[config.mk]
export PLATFORM = sky130hd
export DESIGN_NAME = reg_scoreboard
export DESIGN_NICKNAME = d
export VERILOG_FILES = /design/src/rtl/core_pkg.sv /design/src/rtl/reg_scoreboard.sv
export SDC_FILE = /design/constraint.sdc
export NUM_CORES = 1
export LEC_CHECK = 0
export ABC_AREA = 0
export BUFFER_PORTS_ARGS = -buffer_cell sky130_fd_sc_hd__buf_2
export CAP_MARGIN = 25
export CORE_ASPECT_RATIO = 1.4
export CORE_MARGIN = 3
export CORE_UTILIZATION = 25
export CTS_CLUSTER_DIAMETER = 80
export CTS_CLUSTER_SIZE = 40
export DETAILED_ROUTE_END_ITERATION = 12
export PLACE_DENSITY = 0.62
export REMOVE_ABC_BUFFERS = 1
export SLEW_MARGIN = 10
export SYNTH_ARGS = -nofsm -noshare
export SYNTH_HDL_FRONTEND = slang
export SYNTH_SLANG_ARGS = --single-unit
[constraint.sdc]
create_clock -name clk -period 1.3 [get_ports clk]
set_clock_uncertainty 0.05 [all_clocks]
set_input_delay 0.26 -clock clk [delete_from_list [all_inputs] [get_ports clk]]
set_output_delay 0.26 -clock clk [all_outputs]
set_load 0.03 [all_outputs]
[src/rtl/core_pkg.sv]
//============================================================================
// Module      : core_pkg
// Description : Shared types and constants for the decode-to-EX issue
//               controller: state encoding, issue slot layout, GPR geometry.
// Revision    : 1.0 - initial release
//============================================================================
`default_nettype none

package core_pkg;

    localparam int NUM_REGS   = 32;
    localparam int REG_ADDR_W = $clog2(NUM_REGS);
    localparam int CTRL_W     = 4;
    localparam int CNT_W      = 16;
    localparam int ZERO_REG   = 0;

    typedef enum logic [1:0] {
        RUN   = 2'd0,
        STALL = 2'd1,
        FLUSH = 2'd2
    } issue_state_e;

    typedef struct packed {
        logic [REG_ADDR_W-1:0] rd;
        logic                  reg_write;
        logic [CTRL_W-1:0]     alu_control;
    } issue_slot_t;

    // One-hot register select used by every scoreboard set/clear path
    function automatic logic [NUM_REGS-1:0] reg_onehot(input logic [REG_ADDR_W-1:0] addr);
        return NUM_REGS'(1) << addr;
    endfunction

endpackage

`default_nettype wire

[src/rtl/reg_scoreboard.sv]
//============================================================================
// Module      : reg_scoreboard
// Description : Pending-write bit per GPR. Set on issue, cleared on
//               writeback or when the issue slot holding the write is
//               squashed. Also exports the hazard-check view of the mask
//               with same-cycle writebacks already removed.
// Revision    : 1.0 - initial release
//============================================================================
`default_nettype none

module reg_scoreboard
    import core_pkg::*;
(
    input  logic                  clk,
    input  logic                  rst,
    input  logic                  wb_valid_i,
    input  logic [REG_ADDR_W-1:0] wb_addr_i,
    input  logic                  set_i,
    input  logic [REG_ADDR_W-1:0] set_addr_i,
    input  logic                  squash_i,
    input  logic [REG_ADDR_W-1:0] squash_addr_i,
    output logic [NUM_REGS-1:0]   pending_o,
    output logic [NUM_REGS-1:0]   eff_o
);

    logic [NUM_REGS-1:0] pending_q;
    logic [NUM_REGS-1:0] pending_d;
    logic [NUM_REGS-1:0] wb_clr;
    logic [NUM_REGS-1:0] sq_clr;
    logic [NUM_REGS-1:0] set_m;

    // Clears applied before the set so a same-cycle issue to the register
    // being written back stays pending; r0 can never become pending.
    always_comb begin
        wb_clr    = wb_valid_i ? reg_onehot(wb_addr_i)     : '0;
        sq_clr    = squash_i   ? reg_onehot(squash_addr_i) : '0;
        set_m     = set_i      ? reg_onehot(set_addr_i)    : '0;
        pending_d = ((pending_q & ~wb_clr & ~sq_clr) | set_m)
                    & ~reg_onehot(REG_ADDR_W'(ZERO_REG));
        eff_o     = pending_q & ~wb_clr;
    end

    // Scoreboard register
    always_ff @(posedge clk) begin
        if (rst) begin
            pending_q <= '0;
        end else begin
            pending_q <= pending_d;
        end
    end

    assign pending_o = pending_q;

endmodule

`default_nettype wire

==> results of run 1 <==
==> logic make-up after synthesis <==
family                 count (synthesis)  share of synthesized area
AOI/OAI and AO/OA                     64                     0.2672
buffers and inverters                 44                     0.1018
DFF                                   31                     0.3661
other                                  1                   0.002212
and+or+nand+nor                       79                     0.2627
==> routing by layer <==
layer  GRT usage  vias up  share of wire
li1            -     1099              -
met1      0.2311     1068           0.38
met2      0.3167      118           0.52
met3     0.03482       14          0.078
met4     0.05249        0          0.018
met5           0        -              0
==> path summary, 6_finish.rpt <==
kind	start	to	slack (ns)	cells past startpoint
worst min-delay path	set_addr_i[4]	pending_o[9]$_SDFF_PP0_	0.24	2
worst max register to register	pending_o[5]$_SDFF_PP0_	pending_o[5]$_SDFF_PP0_	0.10	5
worst min register to register	pending_o[26]$_SDFF_PP0_	pending_o[26]$_SDFF_PP0_	0.49	2
worst max-delay path	wb_addr_i[1]	eff_o[20]	-0.31	5
==> area by class of cell <==
class,instances,area [um2],area share
clock inverter,1,5.005,0.001433
clock buffer,7,76.32,0.02186
sequential,31,620.6,0.1777
inverter,32,120.1,0.03440
tap,72,90.09,0.02580
multi-input combinational,145,1292,0.3701
timing repair buffer,160,1287,0.3687
==> report_power, final <==
group,switching (mW),total (mW),leakage (nW),internal [mW]
sequential,0.0119,0.974,0.250,0.962
combinational,0.307,0.527,1.31,0.220
clock,0.363,0.739,0.0422,0.375
==> critical path, delay by kind of cell <==
kind                   cells  cell delay [ns]
buffers and inverters      3             0.31
AND/OR/NAND/NOR            1             0.58
AO/OA/AOI/OAI              1             0.15
==> cell usage in the layout, fill, tap and decap left out, drive strengths merged, types with 3 or more instances in the layout <==
cell     Yosys  final
inv         32     32
nand3        5      5
clkbuf      10      7
nand4bb      6      6
o21ai       31     31
nor2b        3      3
nand2b       5      5
nand4b       7      7
nand2       11     11
nor2        31     31
nand3b       3      3
nand4        3      3
dfxtp       31     31
buf          2    160
o32ai       31     31
==> what timing repair did <==
| item | 4_1_cts | 5_1_grt |
|---|---|---|
| setup buffers | 19 | 10 |
| gates resized for setup | 111 | 73 |
| endpoints found under the hold margin | 0 | 0 |
| endpoints found under the setup margin | 31 | 36 |
| gates cloned | 0 | 0 |
| pin swaps | 28 | 23 |
==> metrics by stage <==
step	area [um2]	TNS, ns	power [mW]	worst slack (ns)
CTS	3152	-4.754	2.192	-0.3123
finish	3492	-4.991	2.240	-0.3103
detailed placement	2525	-8.941	1.373	-0.3739
global route	3492	-6.155	2.323	-0.3389
global placement	2525	-8.555	1.368	-0.3531
floorplan	1647	-0.3308	1.159	-0.1244
==> impl_metrics.yaml, run 1 <==
clocking:
  cts_num_sinks: 31
  cts.clk_slew.worst_paths_ns: 0.07
  htreeDepth: 2
  clk_latency_ns: 0.28
  clockBufferDepth: 2
  holdBufCountCts: 0
  cts_made_buffers: 5
  root_buffer: "clkbuf_8"
  cts_tree: "yes"
floorplanning:
  core_region_area_mm2: 0.006381
  start_util: 0.2657
  die_y_um: 103.4
  die_w_um: 75.60
  fp-row-count: 34
  die-area_mm2: 0.007820
  pin_count: 84
cells_and_area:
  fin_cells: 448
  fillers: 568
  final_nets: 395
  syn2layout_area_growth_pct: 106.0
  layout-drive-gt1-share: 0.6250
  fin_util: 0.5473
  largest_reg_flops: 31
  diodes: 0
yosys:
  yosysMostFrequentCell: "inv_1"
  yosys_warnings: 0
  syn-instance-count: 219
  synth_top_area_share: 0.3661
  yosys-top-cells-area: "dfxtp_1 37%, o32ai_1 16%, o21ai_1 8.3%, inv_1 7.1%, nor2_1 6.9%"
  synth.ff_latch_count: 31
  synth_edf_count: 0
  yosysSeqAreaShare: 0.3661
  async_reset_ff_frac: 0
  synthesis.area_mm2: 0.001695
  synth_top_area_cell: "dfxtp_1"
  synth_common_cells: "32 x inv_1, 31 x dfxtp_1, 31 x nor2_1, 31 x o32ai_1, 28 x o21ai_1"
  avgSynthCellArea_um2: 7.741
  synth.distinct_cells: 22
  synth_ff_type: "dfxtp_1"
status:
  failed_checks: "setup timing"
  status: "finished with violations"
worst_setup_path:
  critPathKind: "input port to primary output"
  required_ns: 0.99
  worst-path-max-fanout: 5
  cp.arrival_ns: 1.30
  max_stage_delay_ns: 0.58
  endpoint_kind: "primary output"
  cp_cell_sequence: "buf_8 -> or4b_4 -> o21ai_2 -> inv_1 -> buf_6"
  startpoint_type: "input port"
  slowest_stage: "or4b_4"
route:
  drtIter0Drc: 153
  wl_per_cell_um: 16.69
  viasPerCell: 5.132
  drc: 0
  num_vias: 2299
  drt_pass1_iterations: 4
  wl_mm: 7.477
  ant_nets: 0
timing:
  period_share: 1.239
  max_freq_ghz: 0.6210
  finalHoldViolations: 0
  rsz0062_at_grt: "true"
  setup_violations: 33
  setup_slack_ns: -0.3103
  period_minus_slack_ns: 1.610
  drv_slew: 0
  fin_worst_hold_slack_ns: 0.2429
power_and_ir_drop:
  powerDensity_mw_per_mm2: 641.4
  p_leak_nw: 1.601
  peakVddDrop_mv: 0.3906
place:
  place.gp.congestion: 0.9043
  detailed_place_hpwl_mm: 5.239
  dpl.cell_count: 412
  port_buffers: 81
global_route:
  grt_overflow_total: 0
  antenna_found_initial: 0
  grt_pass1_vias: 2178
  grt_pass1_wl_mm: 10.99
  grt_start_max_net_pins: 21
  grtUsageTotal: 0.1842
flow_run:
  drv_cap: 0
worst_hold_path:
  hold_path.class: "input port to flip-flop"
No activity file was read; power rests on OpenSTA's default activity.
==> run 2, diff against run 1 <==
PLACE_DENSITY = 0.6   (was 0.62)
clock period = 2 ns   (was 1.3 ns; I/O delays follow)
==> impl_metrics.yaml, run 2 (synthesis gave the netlist of run 1 again) <==
status:
  status: "completed"
route:
  wl_per_cell_um: 17.27
  drtIter0Drc: 152
  drc: 0
  ant_nets: 0
  num_vias: 1982
  drt_pass1_iterations: 4
  wl_mm: 6.494
  viasPerCell: 5.271
worst_setup_path:
  required_ns: 1.55
  cp.arrival_ns: 1.50
  worst-path-max-fanout: 8
  critPathKind: "input port to primary output"
  endpoint_kind: "primary output"
  startpoint_type: "input port"
cells_and_area:
  layout-drive-gt1-share: 0.3257
  fin_util: 0.3596
  fin_cells: 376
  final_nets: 323
  syn2layout_area_growth_pct: 35.35
  largest_reg_flops: 31
  multi_input_area_um2: 905.9
  diodes: 0
  seqCellArea_um2: 620.6
  final_common_cell: "buf_2"
  final_cell_mix: "81 x buf_2, 32 x inv_1, 31 x nor2_1, 31 x o32ai_1, 31 x dfxtp_1"
  fillers: 717
  final_area_mm2: 0.002295
floorplanning:
  die_y_um: 103.4
  die_w_um: 75.60
  fp-row-count: 34
  pin_count: 84
  core_region_area_mm2: 0.006381
  start_util: 0.2657
  die-area_mm2: 0.007820
place:
  port_buffers: 81
  place.gp.congestion: 0.8484
  placed_area_mm2: 0.002195
  dpl.cell_count: 368
  detailed_place_hpwl_mm: 4.971
clocking:
  holdBufCountCts: 0
  cts_num_sinks: 31
  cts_made_buffers: 5
  cts-resized-gates: 0
  clockBufferDepth: 2
  clk_latency_ns: 0.28
  cts_tree: "yes"
  htreeDepth: 2
  cts.clk_slew.worst_paths_ns: 0.06
  post_cts_buffers: 0
  root_buffer: "clkbuf_8"
timing:
  finalHoldViolations: 0
  drv_slew: 0
  period_share: 0.9731
  rsz0062_at_grt: "false"
  setup_violations: 0
  timing.setup.tns_ns: 0
  period_minus_slack_ns: 1.946
  max_freq_ghz: 0.5138
global_route:
  grt_overflow_total: 0
  grt_pass1_vias: 1946
  grt_pass1_wl_mm: 9.873
  grt_start_max_net_pins: 21
  antenna_found_initial: 0
  grtUsageTotal: 0.1699
power_and_ir_drop:
  powerDensity_mw_per_mm2: 606.7
  p_comb_frac: 0.154
  seq_power_share: 0.452
  peakVddDrop_mv: 0.1937
  p_sw_frac: 0.2814
  p_total_mw: 1.392
  p_leak_nw: 1.225
  power.internal_mw: 1.001
  switching_power_mw: 0.3918
  clock_power_share: 0.394
worst_hold_path:
  hold_path.class: "input port to flip-flop"
flow_run:
  drv_cap: 0
-- run 2: cell types whose count changed in the layout (fill, tap and decap cells not counted), sizes merged --
| cell | before | now |
|---|---|---|
| buf | 160 | 88 |
| clkbuf | 7 | 8 |
| clkinv | 1 | 0 |
-- run 2: layer usage --
metal	vias to the layer above	global-route usage	routed length, um
met1	936	0.2115	2634
met3	6	0.04062	510
met2	77	0.2801	3275
li1	963	-	-
met5	-	0	0
met4	0	0.06460	74
-- run 2: final timing paths --
kind / startpoint / endpoint / slack [ns] / cells after the start
min reg2reg: pending_o[20]$_SDFF_PP0_ / pending_o[20]$_SDFF_PP0_ / 0.45 / 2
max: wb_addr_i[0] / eff_o[4] / 0.05 / 5
max reg2reg: pending_o[17]$_SDFF_PP0_ / pending_o[17]$_SDFF_PP0_ / 1.02 / 3
min: set_addr_i[4] / pending_o[9]$_SDFF_PP0_ / 0.38 / 2
-- run 2: worst max-delay path, cell delays in order --
cell and delay (ns):
buf_2 0.14, or4b_4 0.58, o21ai_2 0.16, inv_1 0.05
buf_2 0.17
-- run 2: area by class of cell --
type | instances | area share
Clock buffer | 8 | 0.04362
Multi-Input combinational cell | 145 | 0.3948
Inverter | 32 | 0.05234
Sequential cell | 31 | 0.2704
Timing Repair Buffer | 88 | 0.1996
Tap cell | 72 | 0.03926
-- run 2: power by group through the flow --
stage	registers, mW	logic, mW	clock network [mW]
after global placement	0.643	0.209	0
after detailed placement	0.643	0.212	0
final	0.629	0.214	0.549
after global routing	0.630	0.232	0.580
after floorplan	0.659	0.0944	0
after CTS	0.629	0.213	0.563
-- run 2: metrics by stage --
step	hold WS (ns)	setup WS (ns)
after floorplan	0.4471	0.2956
after global placement	0.4356	0.05186
after detailed placement	0.4465	0.02284
after CTS	0.3691	0.02487
after global routing	0.4017	0.0005053
final	0.3839	0.05387
==> run 3, diff against run 2 <==
CORE_UTILIZATION = 49   (was 25)
PLACE_DENSITY = 0.95   (was 0.6)
==> impl_metrics.yaml, run 3 (synthesis gave the netlist of run 1 again) <==
floorplanning:
  fp-row-count: 24
  core_region_area_mm2: 0.003213
  start_util: 0.5276
  die-area_mm2: 0.004212
  die_y_um: 75.60
  pin_count: 84
  die_w_um: 55.72
global_route:
  grt_overflow_total: 0
  grt_pass1_vias: 2030
  antenna_found_initial: 0
  grtUsageTotal: 0.2872
  grt_pass1_wl_mm: 9.349
  grt_start_max_net_pins: 25
flow_run:
  drv_cap: 0
route:
  drtIter0Drc: 222
  num_vias: 2183
  drc: 0
  wl_per_cell_um: 18.05
  wl_mm: 6.082
  viasPerCell: 6.478
  drt_pass1_iterations: 6
  ant_nets: 0
cells_and_area:
  final_nets: 317
  largest_reg_flops: 31
  syn2layout_area_growth_pct: 30.26
  layout-drive-gt1-share: 0.3121
  diodes: 0
  final_common_cell: "buf_2"
  final_cell_mix: "81 x buf_2, 32 x inv_1, 31 x nor2_1, 31 x o32ai_1, 31 x dfxtp_1"
worst_setup_path:
  cp_cell_sequence: "buf_2 -> or4b_4 -> o21ai_2 -> inv_1 -> buf_2"
  slowest_stage: "or4b_4"
  cp_top_family: "simple AND/OR/NAND/NOR gates"
  cp_common_cell: "buf_2"
  max_stage_delay_ns: 0.58
  startpoint_type: "input port"
  cp.arrival_ns: 1.52
  required_ns: 1.55
  worst-path-max-fanout: 8
  critical_path_buf_inv_count: 3
  endpoint_kind: "primary output"
  critPathKind: "input port to primary output"
place:
  dp_slack_ns: 0.03983
  port_buffers: 81
  detailed_place_hpwl_mm: 4.407
  place.gp.congestion: 0.9152
timing:
  finalHoldViolations: 0
  timing.setup.tns_ns: 0
  setup_violations: 0
  drv_slew: 0
  setup_slack_ns: 0.03386
  period_minus_slack_ns: 1.966
  period_share: 0.9831
  rsz0062_at_grt: "false"
  max_freq_ghz: 0.5086
clocking:
  holdBufCountCts: 0
  post_cts_buffers: 0
  root_buffer: "clkbuf_8"
  cts.clk_slew.worst_paths_ns: 0.06
  clockBufferDepth: 2
  cts_tree: "yes"
  cts_made_buffers: 5
  htreeDepth: 2
  cts_num_sinks: 31
  clk_latency_ns: 0.29
worst_hold_path:
  hold_path.class: "input port to flip-flop"
power_and_ir_drop:
  p_total_mw: 1.392
  powerDensity_mw_per_mm2: 630.1
  peakVddDrop_mv: 0.5975
  p_leak_nw: 1.200
status:
  status: "completed"
==> run 3: through the flow <==
step | instance area, um2 | cells | utilization | hold WS, ns
after floorplan | 1647 | 208 | - | 0.4471
after global placement | 2108 | 329 | 0.6562 | 0.4305
after detailed placement | 2108 | 329 | 0.6562 | 0.4502
after CTS | 2208 | 337 | 0.6873 | 0.3581
after global routing | 2208 | 337 | 0.6873 | 0.3772
final | 2208 | 337 | 0.6873 | 0.3733
==> run 3: area by class of cell <==
type	count	area [um2]
Sequential cell	31	620.6
Fill cell	277	1005
Timing Repair Buffer	82	412.9
Multi-Input combinational cell	145	905.9
Tap cell	39	48.80
Inverter	32	120.1
Clock buffer	8	100.1
==> run 3: metal layers <==
metal	vias up	share of wire	track usage
li1	950	-	-
met1	966	0.32	0.2988
met2	209	0.48	0.4895
met3	58	0.14	0.08475
met4	0	0.063	0.2297
met5	-	0	0
==> run 3: path summary, 6_finish.rpt <==
check	from	slack (ns)	depth (start not counted)	to
worst max-delay path	wb_addr_i[0]	0.03	5	eff_o[20]
worst min-delay path	set_addr_i[4]	0.37	2	pending_o[9]$_SDFF_PP0_
worst max register to register	pending_o[15]$_SDFF_PP0_	1.02	2	pending_o[15]$_SDFF_PP0_
worst min register to register	pending_o[20]$_SDFF_PP0_	0.46	2	pending_o[20]$_SDFF_PP0_
==> run 3: power breakdown <==
group	switching [mW]	internal (mW)	total, mW	leakage [nW]
logic	0.155	0.0585	0.213	0.898
registers	0.00410	0.625	0.630	0.250
clock network	0.235	0.314	0.549	0.0515
==> run 3: what timing repair did <==
item	in CTS	in global routing
hold endpoints to repair	0	0
setup endpoints to repair	0	2
resized for setup	0	0
